### config.mk
export PLATFORM = sky130hd
export DESIGN_NAME = mem_stage
export DESIGN_NICKNAME = d
export VERILOG_FILES = /design/src/rtl/mem_stage.sv
export SDC_FILE = /design/constraint.sdc
export NUM_CORES = 1
export LEC_CHECK = 0
export BUFFER_PORTS_ARGS = -buffer_cell sky130_fd_sc_hd__buf_2
export CAP_MARGIN = 20
export CORE_MARGIN = 2
export CORE_UTILIZATION = 45
export CTS_CLUSTER_SIZE = 24
export DETAILED_ROUTE_END_ITERATION = 8
export GPL_TIMING_DRIVEN = 0
export PLACE_DENSITY = 0.72
export SLEW_MARGIN = 10
export SYNTH_ARGS = -nofsm -noshare
export SYNTH_HDL_FRONTEND = slang
export SYNTH_SLANG_ARGS = --single-unit
### constraint.sdc
create_clock -name clk -period 2.9 [get_ports clk]
set_input_delay 0.58 -clock clk [delete_from_list [all_inputs] [get_ports clk]]
set_output_delay 0.58 -clock clk [all_outputs]
set_load 0.005 [all_outputs]
### src/rtl/mem_stage.sv
// mem_stage: memory-access pipeline stage sitting between EX and WB.
// Holds one EX->MEM entry, waits for the data-SRAM response of a load/store
// issued in EX, aligns/extends load data and hands the entry to WB with a
// valid/allowin handshake. Responses belonging to entries killed by a WB
// flush are counted and discarded when they eventually arrive.
//
// ld_type encoding (bits [119:117] of the EX->MEM bus):
//   0 none, 1 lw, 2 lb, 3 lbu, 4 lh, 5 lhu, 6 lwl, 7 lwr
module mem_stage #(
    parameter int          ES_TO_MS_BUS_WD = 153,
    parameter int          MS_TO_WS_BUS_WD = 117,
    parameter int          DROP_CNT_W      = 2,
    parameter logic [4:0]  NO_EX           = 5'h1f
) (
    input  logic                       clk,
    input  logic                       reset,
    input  logic                       ws_allowin,
    output logic                       ms_allowin,
    input  logic                       es_to_ms_valid,
    input  logic [ES_TO_MS_BUS_WD-1:0] es_to_ms_bus,
    output logic                       ms_to_ws_valid,
    output logic [MS_TO_WS_BUS_WD-1:0] ms_to_ws_bus,
    input  logic                       data_sram_data_ok,
    input  logic [31:0]                data_sram_rdata,
    output logic [4:0]                 MS_dest,
    output logic [31:0]                MS_dest_data,
    output logic                       ms_load_pending,
    input  logic                       WS_EX,
    input  logic                       ERET
);

    localparam logic [2:0] LD_NONE = 3'd0;
    localparam logic [2:0] LD_LW   = 3'd1;
    localparam logic [2:0] LD_LB   = 3'd2;
    localparam logic [2:0] LD_LBU  = 3'd3;
    localparam logic [2:0] LD_LH   = 3'd4;
    localparam logic [2:0] LD_LHU  = 3'd5;
    localparam logic [2:0] LD_LWL  = 3'd6;
    localparam logic [2:0] LD_LWR  = 3'd7;

    localparam logic [DROP_CNT_W-1:0] DROP_ZERO = {DROP_CNT_W{1'b0}};
    localparam logic [DROP_CNT_W-1:0] DROP_MAX  = {DROP_CNT_W{1'b1}};
    localparam logic [DROP_CNT_W-1:0] DROP_ONE  = {{(DROP_CNT_W-1){1'b0}}, 1'b1};

    // Aligns/extends the selected memory word for the load type; rt supplies
    // the bytes that lwl/lwr leave untouched.
    function automatic logic [31:0] load_align(
        input logic [2:0]  ld,
        input logic [1:0]  a,
        input logic [31:0] w,
        input logic [31:0] rt
    );
        logic [7:0]  byte_v;
        logic [15:0] half_v;
        logic [31:0] res_v;
        case (a)
            2'd0:    byte_v = w[7:0];
            2'd1:    byte_v = w[15:8];
            2'd2:    byte_v = w[23:16];
            2'd3:    byte_v = w[31:24];
            default: byte_v = 8'h00;
        endcase
        half_v = a[1] ? w[31:16] : w[15:0];
        case (ld)
            LD_LW:   res_v = w;
            LD_LB:   res_v = {{24{byte_v[7]}}, byte_v};
            LD_LBU:  res_v = {24'h000000, byte_v};
            LD_LH:   res_v = {{16{half_v[15]}}, half_v};
            LD_LHU:  res_v = {16'h0000, half_v};
            LD_LWL: begin
                case (a)
                    2'd0:    res_v = {w[7:0],  rt[23:0]};
                    2'd1:    res_v = {w[15:0], rt[15:0]};
                    2'd2:    res_v = {w[23:0], rt[7:0]};
                    default: res_v = w;
                endcase
            end
            LD_LWR: begin
                case (a)
                    2'd0:    res_v = w;
                    2'd1:    res_v = {rt[31:24], w[31:8]};
                    2'd2:    res_v = {rt[31:16], w[31:16]};
                    default: res_v = {rt[31:8],  w[31:24]};
                endcase
            end
            default: res_v = w;
        endcase
        return res_v;
    endfunction

    logic                       ms_valid_r;
    logic [ES_TO_MS_BUS_WD-1:0] ms_bus_r;
    logic                       data_buf_valid_r;
    logic [31:0]                data_buf_r;
    logic [DROP_CNT_W-1:0]      drop_cnt_r;
    logic [DROP_CNT_W-1:0]      drop_cnt_nxt_s;

    logic        flush_s;
    logic        drop_idle_s;
    logic        live_data_s;
    logic        ms_ready_go_s;
    logic        leave_s;
    logic        drop_inc_s;
    logic        drop_dec_s;
    logic        has_ex_s;
    logic [2:0]  ld_type_s;
    logic        mem_req_s;
    logic [31:0] rt_value_s;
    logic [31:0] addr_s;
    logic [31:0] load_word_s;
    logic [31:0] final_result_s;
    logic        gr_we_out_s;

    assign ld_type_s   = ms_bus_r[119:117];
    assign mem_req_s   = ms_bus_r[120];
    assign rt_value_s  = ms_bus_r[152:121];
    assign addr_s      = ms_bus_r[63:32];
    assign has_ex_s    = (ms_bus_r[76:72] != NO_EX);

    assign flush_s     = WS_EX | ERET;
    assign drop_idle_s = (drop_cnt_r == DROP_ZERO);
    // A response only belongs to the current entry once every stale one is gone.
    assign live_data_s = data_sram_data_ok & drop_idle_s;

    assign ms_ready_go_s  = ~mem_req_s | data_buf_valid_r | live_data_s;
    assign ms_allowin     = ~ms_valid_r | (ms_ready_go_s & ws_allowin);
    assign ms_to_ws_valid = ms_valid_r & ms_ready_go_s & ~flush_s;
    assign leave_s        = ms_to_ws_valid & ws_allowin;

    // Responses for a killed entry that had not been served yet will still arrive.
    assign drop_inc_s = flush_s & ms_valid_r & mem_req_s & ~data_buf_valid_r & ~live_data_s;
    assign drop_dec_s = data_sram_data_ok & ~drop_idle_s;

    // Buffered word if it already arrived, otherwise the response on the bus now.
    assign load_word_s = data_buf_valid_r ? data_buf_r : data_sram_rdata;

    // Next value of the stale-response counter (saturating up, floor at zero).
    always_comb begin
        drop_cnt_nxt_s = drop_cnt_r;
        if (drop_inc_s && !drop_dec_s) begin
            if (drop_cnt_r == DROP_MAX) begin
                drop_cnt_nxt_s = drop_cnt_r;
            end else begin
                drop_cnt_nxt_s = drop_cnt_r + DROP_ONE;
            end
        end else if (drop_dec_s && !drop_inc_s) begin
            drop_cnt_nxt_s = drop_cnt_r - DROP_ONE;
        end else begin
            drop_cnt_nxt_s = drop_cnt_r;
        end
    end

    // Final result and write enable presented to WB and to the forwarding path.
    always_comb begin
        final_result_s = addr_s;
        gr_we_out_s    = ms_bus_r[69];
        if (has_ex_s) begin
            gr_we_out_s    = 1'b0;
            final_result_s = addr_s;
        end else if (ld_type_s != LD_NONE) begin
            final_result_s = load_align(ld_type_s, addr_s[1:0], load_word_s, rt_value_s);
        end else begin
            final_result_s = addr_s;
        end
    end

    assign ms_to_ws_bus = {ms_bus_r[116:70], gr_we_out_s, ms_bus_r[68:64],
                           final_result_s, ms_bus_r[31:0]};

    assign MS_dest         = ms_bus_r[68:64] & {5{ms_valid_r}};
    assign MS_dest_data    = final_result_s;
    assign ms_load_pending = ms_valid_r & (ld_type_s != LD_NONE) & ~ms_ready_go_s;

    // Entry-valid flag: killed by flush, otherwise follows EX when MEM can accept.
    always_ff @(posedge clk or negedge reset) begin
        if (!reset) begin
            ms_valid_r <= 1'b0;
        end else if (flush_s) begin
            ms_valid_r <= 1'b0;
        end else if (ms_allowin) begin
            ms_valid_r <= es_to_ms_valid;
        end else begin
            ms_valid_r <= ms_valid_r;
        end
    end

    // EX->MEM bus register, loaded only for an accepted entry.
    always_ff @(posedge clk or negedge reset) begin
        if (!reset) begin
            ms_bus_r <= {ES_TO_MS_BUS_WD{1'b0}};
        end else if (es_to_ms_valid && ms_allowin && !flush_s) begin
            ms_bus_r <= es_to_ms_bus;
        end else begin
            ms_bus_r <= ms_bus_r;
        end
    end

    // Holds the response of the current entry while WB is not accepting.
    always_ff @(posedge clk or negedge reset) begin
        if (!reset) begin
            data_buf_valid_r <= 1'b0;
            data_buf_r       <= 32'h0000_0000;
        end else if (flush_s || leave_s) begin
            data_buf_valid_r <= 1'b0;
            data_buf_r       <= data_buf_r;
        end else if (ms_valid_r && mem_req_s && live_data_s && !data_buf_valid_r) begin
            data_buf_valid_r <= 1'b1;
            data_buf_r       <= data_sram_rdata;
        end else begin
            data_buf_valid_r <= data_buf_valid_r;
            data_buf_r       <= data_buf_r;
        end
    end

    // Count of responses still owed to entries that were flushed.
    always_ff @(posedge clk or negedge reset) begin
        if (!reset) begin
            drop_cnt_r <= DROP_ZERO;
        end else begin
            drop_cnt_r <= drop_cnt_nxt_s;
        end
    end

endmodule

# == Word level (Yosys, flattened, before mapping) ==
# Index checks and enable logic that the tools add are counted.
# W data, S select, Z words.
# word_totals
regBits,189
inputBits,192
elab_cells,80
# op_classes
addsub,2
n_eq_ne,12
muxes,16
n_bitwise,25
n_reduce_logical,20
# op_table
op,count
$pmux W32 S3,2
$pmux W32 S6,1
$mux W32,3
$pmux W8 S4,1
$mux W16,1
$and A1 B1 Y1,12
$eq A3 B3 Y1 const B,4
$not A1 Y1,8
$logic_and A1 B1 Y1,7
$eq A2 B2 Y1 const B,3
$eq A3 B2 Y1 const B,2
$mux W2,3
$reduce_bool A2 Y1,3
$and A5 B5 Y5,1
$mux W1,5
$ne A5 B5 Y1 const B,1
$logic_not A1 Y1,4
$logic_not A2 Y1,2
$or A1 B1 Y1,4
$reduce_and A2 Y1,2
$reduce_bool A3 Y1,1
$add A2 B1 Y2 const B,1
$eq A2 B1 Y1 const B,1
$ne A2 B2 Y1 const B,1
2 further kinds,2

# == Depth between registers and ports, before layout ==
# depth
ltp_word,9
mapped_depth,10
ltp_nobuf,5

# == Worst setup path before layout ==
# No wires, ideal clock.
# synth_path
kind,reg2out
from,register data_buf_valid_r
to,output port ms_to_ws_bus[51]
arrival_ns,2.163
path_slack_ns,0.157
path_stages_with_launch,10
n_path_buf,4
cell_sequence,dfrtp_1 -> buf_6 -> buf_6 -> or3b_1 -> buf_2 -> o22a_4 -> o221ai_4 -> nor4_1 -> o31ai_1 -> buf_4
# synth_between
elab_chain_cells,5
elab_cells_between_ends,8
classes_between,mux: 8
# synth_lines
item,line_no,text
"start, declared",93,logic data_buf_valid_r;
"start signal, assigned",210,data_buf_valid_r <= data_buf_valid_r;
$mux W32 *,135,assign load_word_s = data_buf_valid_r ? data_buf_r : data_sram_rdata;
"$pmux W8 S4, or another cell as far along",56,case (a)
$pmux W32 S6 *,64,case (ld)
$mux W32 *,160,end else if (ld_type_s != LD_NONE) begin
$mux W32 *,157,if (has_ex_s) begin
"end, declared",22,"output logic [MS_TO_WS_BUS_WD-1:0] ms_to_ws_bus,"
# Mark *: on every way between the ends. The rest lies on a longest branch, timed or not.

# == Final worst setup path ==
# layout_path
from,register ms_bus_r[32]
to,output port ms_to_ws_bus[46]
# layout_between
elab_chain_cells,5
elab_cells_between_ends,10
classes_between,eq/ne: 3; mux: 6; reduce/logical: 1
# layout_lines
item,line_no,text
"start, declared",92,logic [ES_TO_MS_BUS_WD-1:0] ms_bus_r;
"start signal, assigned",190,ms_bus_r <= {ES_TO_MS_BUS_WD{1'b0}};
"start signal, assigned",192,ms_bus_r <= es_to_ms_bus;
"start signal, assigned",194,ms_bus_r <= ms_bus_r;
"$eq A2 B2 Y1, or another cell as far along",56,
"$pmux W8 S4, or another cell as far along",56,
$pmux W32 S6 *,64,
$mux W32 *,160,
$mux W32 *,157,
# Marked as above.

==> impl_metrics.csv <==
group,metric,value,unit
outcome,status,"finished with violations",
outcome,violations,"negative setup slack",
synth,syn_area,0.0113,mm2
route,postRouteAntennaNets,0,
finish,drive_gt1_share,65.7,%
placed_design,dp.final_hpwl,29300,um
setup_path,worst_setup_path_end_kind,"output pin",
min_path,hp-class,"in2async",
setup_path,worstPathMaxFanout,5,
pwr,p_leak,0.00719,uW
timing,finClkSkew,16.7,ps
synth,synth_common_cells,"mux2_2, dfrtp_1, buf_4, mux2i_1, nor2_1",
die,num_io_pins,349,
grt,grt_pass1_wl,58600,um
route,detail_route.first_pass.iterations,5,
setup_path,required,2320,ps
placed_design,postPlaceCellArea,0.0135,mm2
finish,fin_area,0.0153,mm2
finish,instances_no_fill,1738,
synth,ys_warn_count,0,
timing,tightestPinTransition,862,ps
pwr,vdd_ir_drop_max,0.385,mV
timing,final.setup.tns,-25010,ps
clock_tree,htreeDepth,4,
clock_tree,clock-sinks,189,
clock_tree,clockBufferDepth,2,
synth,postSynthAreaPerCell,11.5,um2
setup_path,arrival,2880,ps
die,die_height,162,um
die,rows,57,
placed_design,gp_congestion,1.00,
clock_tree,cts_buffers,17,
die,die_w,162,um
synth,synth_area_leaders,"dfrtp_1, mux2_2, buf_4",
timing,post-route-period-util,119,%
clock_tree,ctsRootBufferMaster,"clkbuf_16",
timing,max_freq,0.289,GHz
grt,antenna_found_initial,2,
synth,synth.most_common_cell,"mux2_2",
finish,area_growth,35.7,%
route,drt_iter0_drc,799,
synth,syn_inst,983,
clock_tree,cts_tree,"done",
synth,synth_top_area_cell,"dfrtp_1",
route,avgViaCountPerCell,5.69,
route,totalWireLength,39300,um
pwr,powerDensity,634,mW/mm2
synth,synth-seq-cells,189,
die,start_util,46.1,%
route,drc,0,
timing,max-slew-margin-rel,42.5,%
timing,min_period,3460,ps
route,wl_per_cell,22.6,um
synth,postSynth.asyncResetShare,100,%
timing,layout_setup_ws,-560,ps
synth,synth_edf_count,0,
timing,final-max-slew-violation-count,0,
route,vias,9893,
die,core_area,0.0245,mm2
grt,gr-total-overflow,0,
synth,seq_area_frac_synth,41.9,%
timing,setup_violations,64,
clock_tree,worst_skew_pair.late_latency,450,ps
timing,grt_setup_unrepaired,"yes",
setup_path,cp-start-kind,"flop",
grt,grt.total_usage,29.8,%
clock_tree,ctsHoldBuffers,0,
setup_path,critPathKind,"reg2out",
placed_design,pre_cts_slack,-842,ps
synth,synth_nets,1175,
placed_design,dpl.cell_count,1656,
grt,grt_max_degree,105,
finish,finalNetCount,1591,
clock_tree,clk_pin_slew,80,ps
finish,num-fill-cells,2046,
synth,synthFlopType,"dfrtp_1",
grt,grt_pass1_vias,9914,
flow_run,max_cap_violations,0,
placed_design,port_buffers,348,
die,die-area,0.0264,mm2
synth,synth_top_area_share,41.9,%
timing,hold_viol,0,
synth,synth_cell_types,55,
==> cell families (layout without fill, tap and decap cells) <==
logic type,after synthesis,count (layout),synth area share (%)
and+or+nand+nor,142,142,6.02
AOI/OAI and AO/OA,167,167,10.2
buffers and inverters,197,626,11.3
other,0,2,0
DFF,189,189,41.9
muxes,288,288,30.6
==> through the flow <==
step | util, % | power (uW) | hold slack (ps)
2_1_floorplan | - | 5420 | 284
3_3_place_gp | 54.9 | 6660 | 472
3_5_place_dp | 55.1 | 6730 | 480
4_1_cts | 61.6 | 9600 | 214
5_1_grt | 62.6 | 10100 | 264
6_report | 62.6 | 9710 | 178
==> final cells by class <==
cell class	instances	area [um2]	area share [%]
multi-input combinational	597	5820	38.0
sequential	189	4730	30.9
timing repair buffer	398	2230	14.6
buffer	183	1450	9.49
clock buffer	17	425	2.78
tap	324	405	2.65
clock inverter	15	183	1.19
inverter	13	56.3	0.368
antenna	2	5.00	0.0327
==> worst max-delay path: stages (launching register included) <==
cell and delay (ps):
dfrtp_1 430, inv_2 220, mux4_2 650, o21ai_4 290, buf_12 170, nor4_2 70, o31ai_2 340, buf_4 170
buf_2 100
==> state kept, by name, indices dropped and copies added (netlist names) <==
signal / count
data_buf_r: 32
data_buf_valid_r: 1
drop_cnt_r: 2
ms_bus_r: 153
ms_valid_r: 1
==> path summary, 6_finish.rpt <==
kind	from	end	slack [ps]	cells after the start
setup / recovery	ms_bus_r[32]$_DFFE_PN0P_	ms_to_ws_bus[46]	-560	8
hold / removal	reset	ms_bus_r[26]$_DFFE_PN0P_	180	1
setup reg to reg	drop_cnt_r[0]$_DFFE_PN0P_	ms_bus_r[38]$_DFFE_PN0P_	340	8
hold reg to reg	ms_bus_r[10]$_DFFE_PN0P_	ms_bus_r[10]$_DFFE_PN0P_	500	1
max in group asynchronous	reset	ms_bus_r[52]$_DFFE_PN0P_	1760	2
min in group clk	ERET	ms_valid_r$_DFFE_PN0P_	330	2
==> report_power, final <==
| group | switching, uW | internal (uW) | total (uW) | leakage (uW) |
|---|---|---|---|---|
| sequential | 368 | 3110 | 3480 | 0.00230 |
| combinational | 1810 | 2010 | 3820 | 0.00459 |
| clock | 1240 | 1180 | 2420 | 0.000297 |
| total | 3420 | 6300 | 9710 | 0.00719 |
==> timing repair <==
item / CTS / global route
gates cloned: 1 / 0
gates resized for setup: 169 / 39
pin swaps: 32 / 13
setup buffers: 33 / 15
setup endpoints to repair: 65 / 66
==> routing by layer <==
layer	track usage [%]	vias to the layer above	share of wire, %
met5	0	-	0
met4	12.3	0	4.2
met3	6.54	115	9.8
met2	48.9	621	48
met1	38.5	4826	38
li1	-	4331	-
==> layout by cell type (no fill, tap or decap), types with 9 or more instances in the layout <==
| cell | Yosys | routed |
|---|---|---|
| dfrtp_1 | 189 | 187 |
| nand2_1 | 38 | 37 |
| buf_6 | 5 | 12 |
| mux2_2 | 211 | 204 |
| o31ai_2 | 1 | 18 |
| o21ai_0 | 26 | 21 |
| clkbuf_16 | 0 | 18 |
| a21oi_1 | 41 | 39 |
| nor3_1 | 22 | 17 |
| buf_4 | 127 | 173 |
| mux2i_1 | 49 | 35 |
| nor2_1 | 45 | 41 |
| clkbuf_2 | 0 | 10 |
| mux2i_4 | 0 | 9 |
| inv_1 | 12 | 9 |
| buf_2 | 18 | 353 |
| o22ai_1 | 25 | 18 |
| mux4_2 | 24 | 24 |
(Power assumes the default switching activity.)
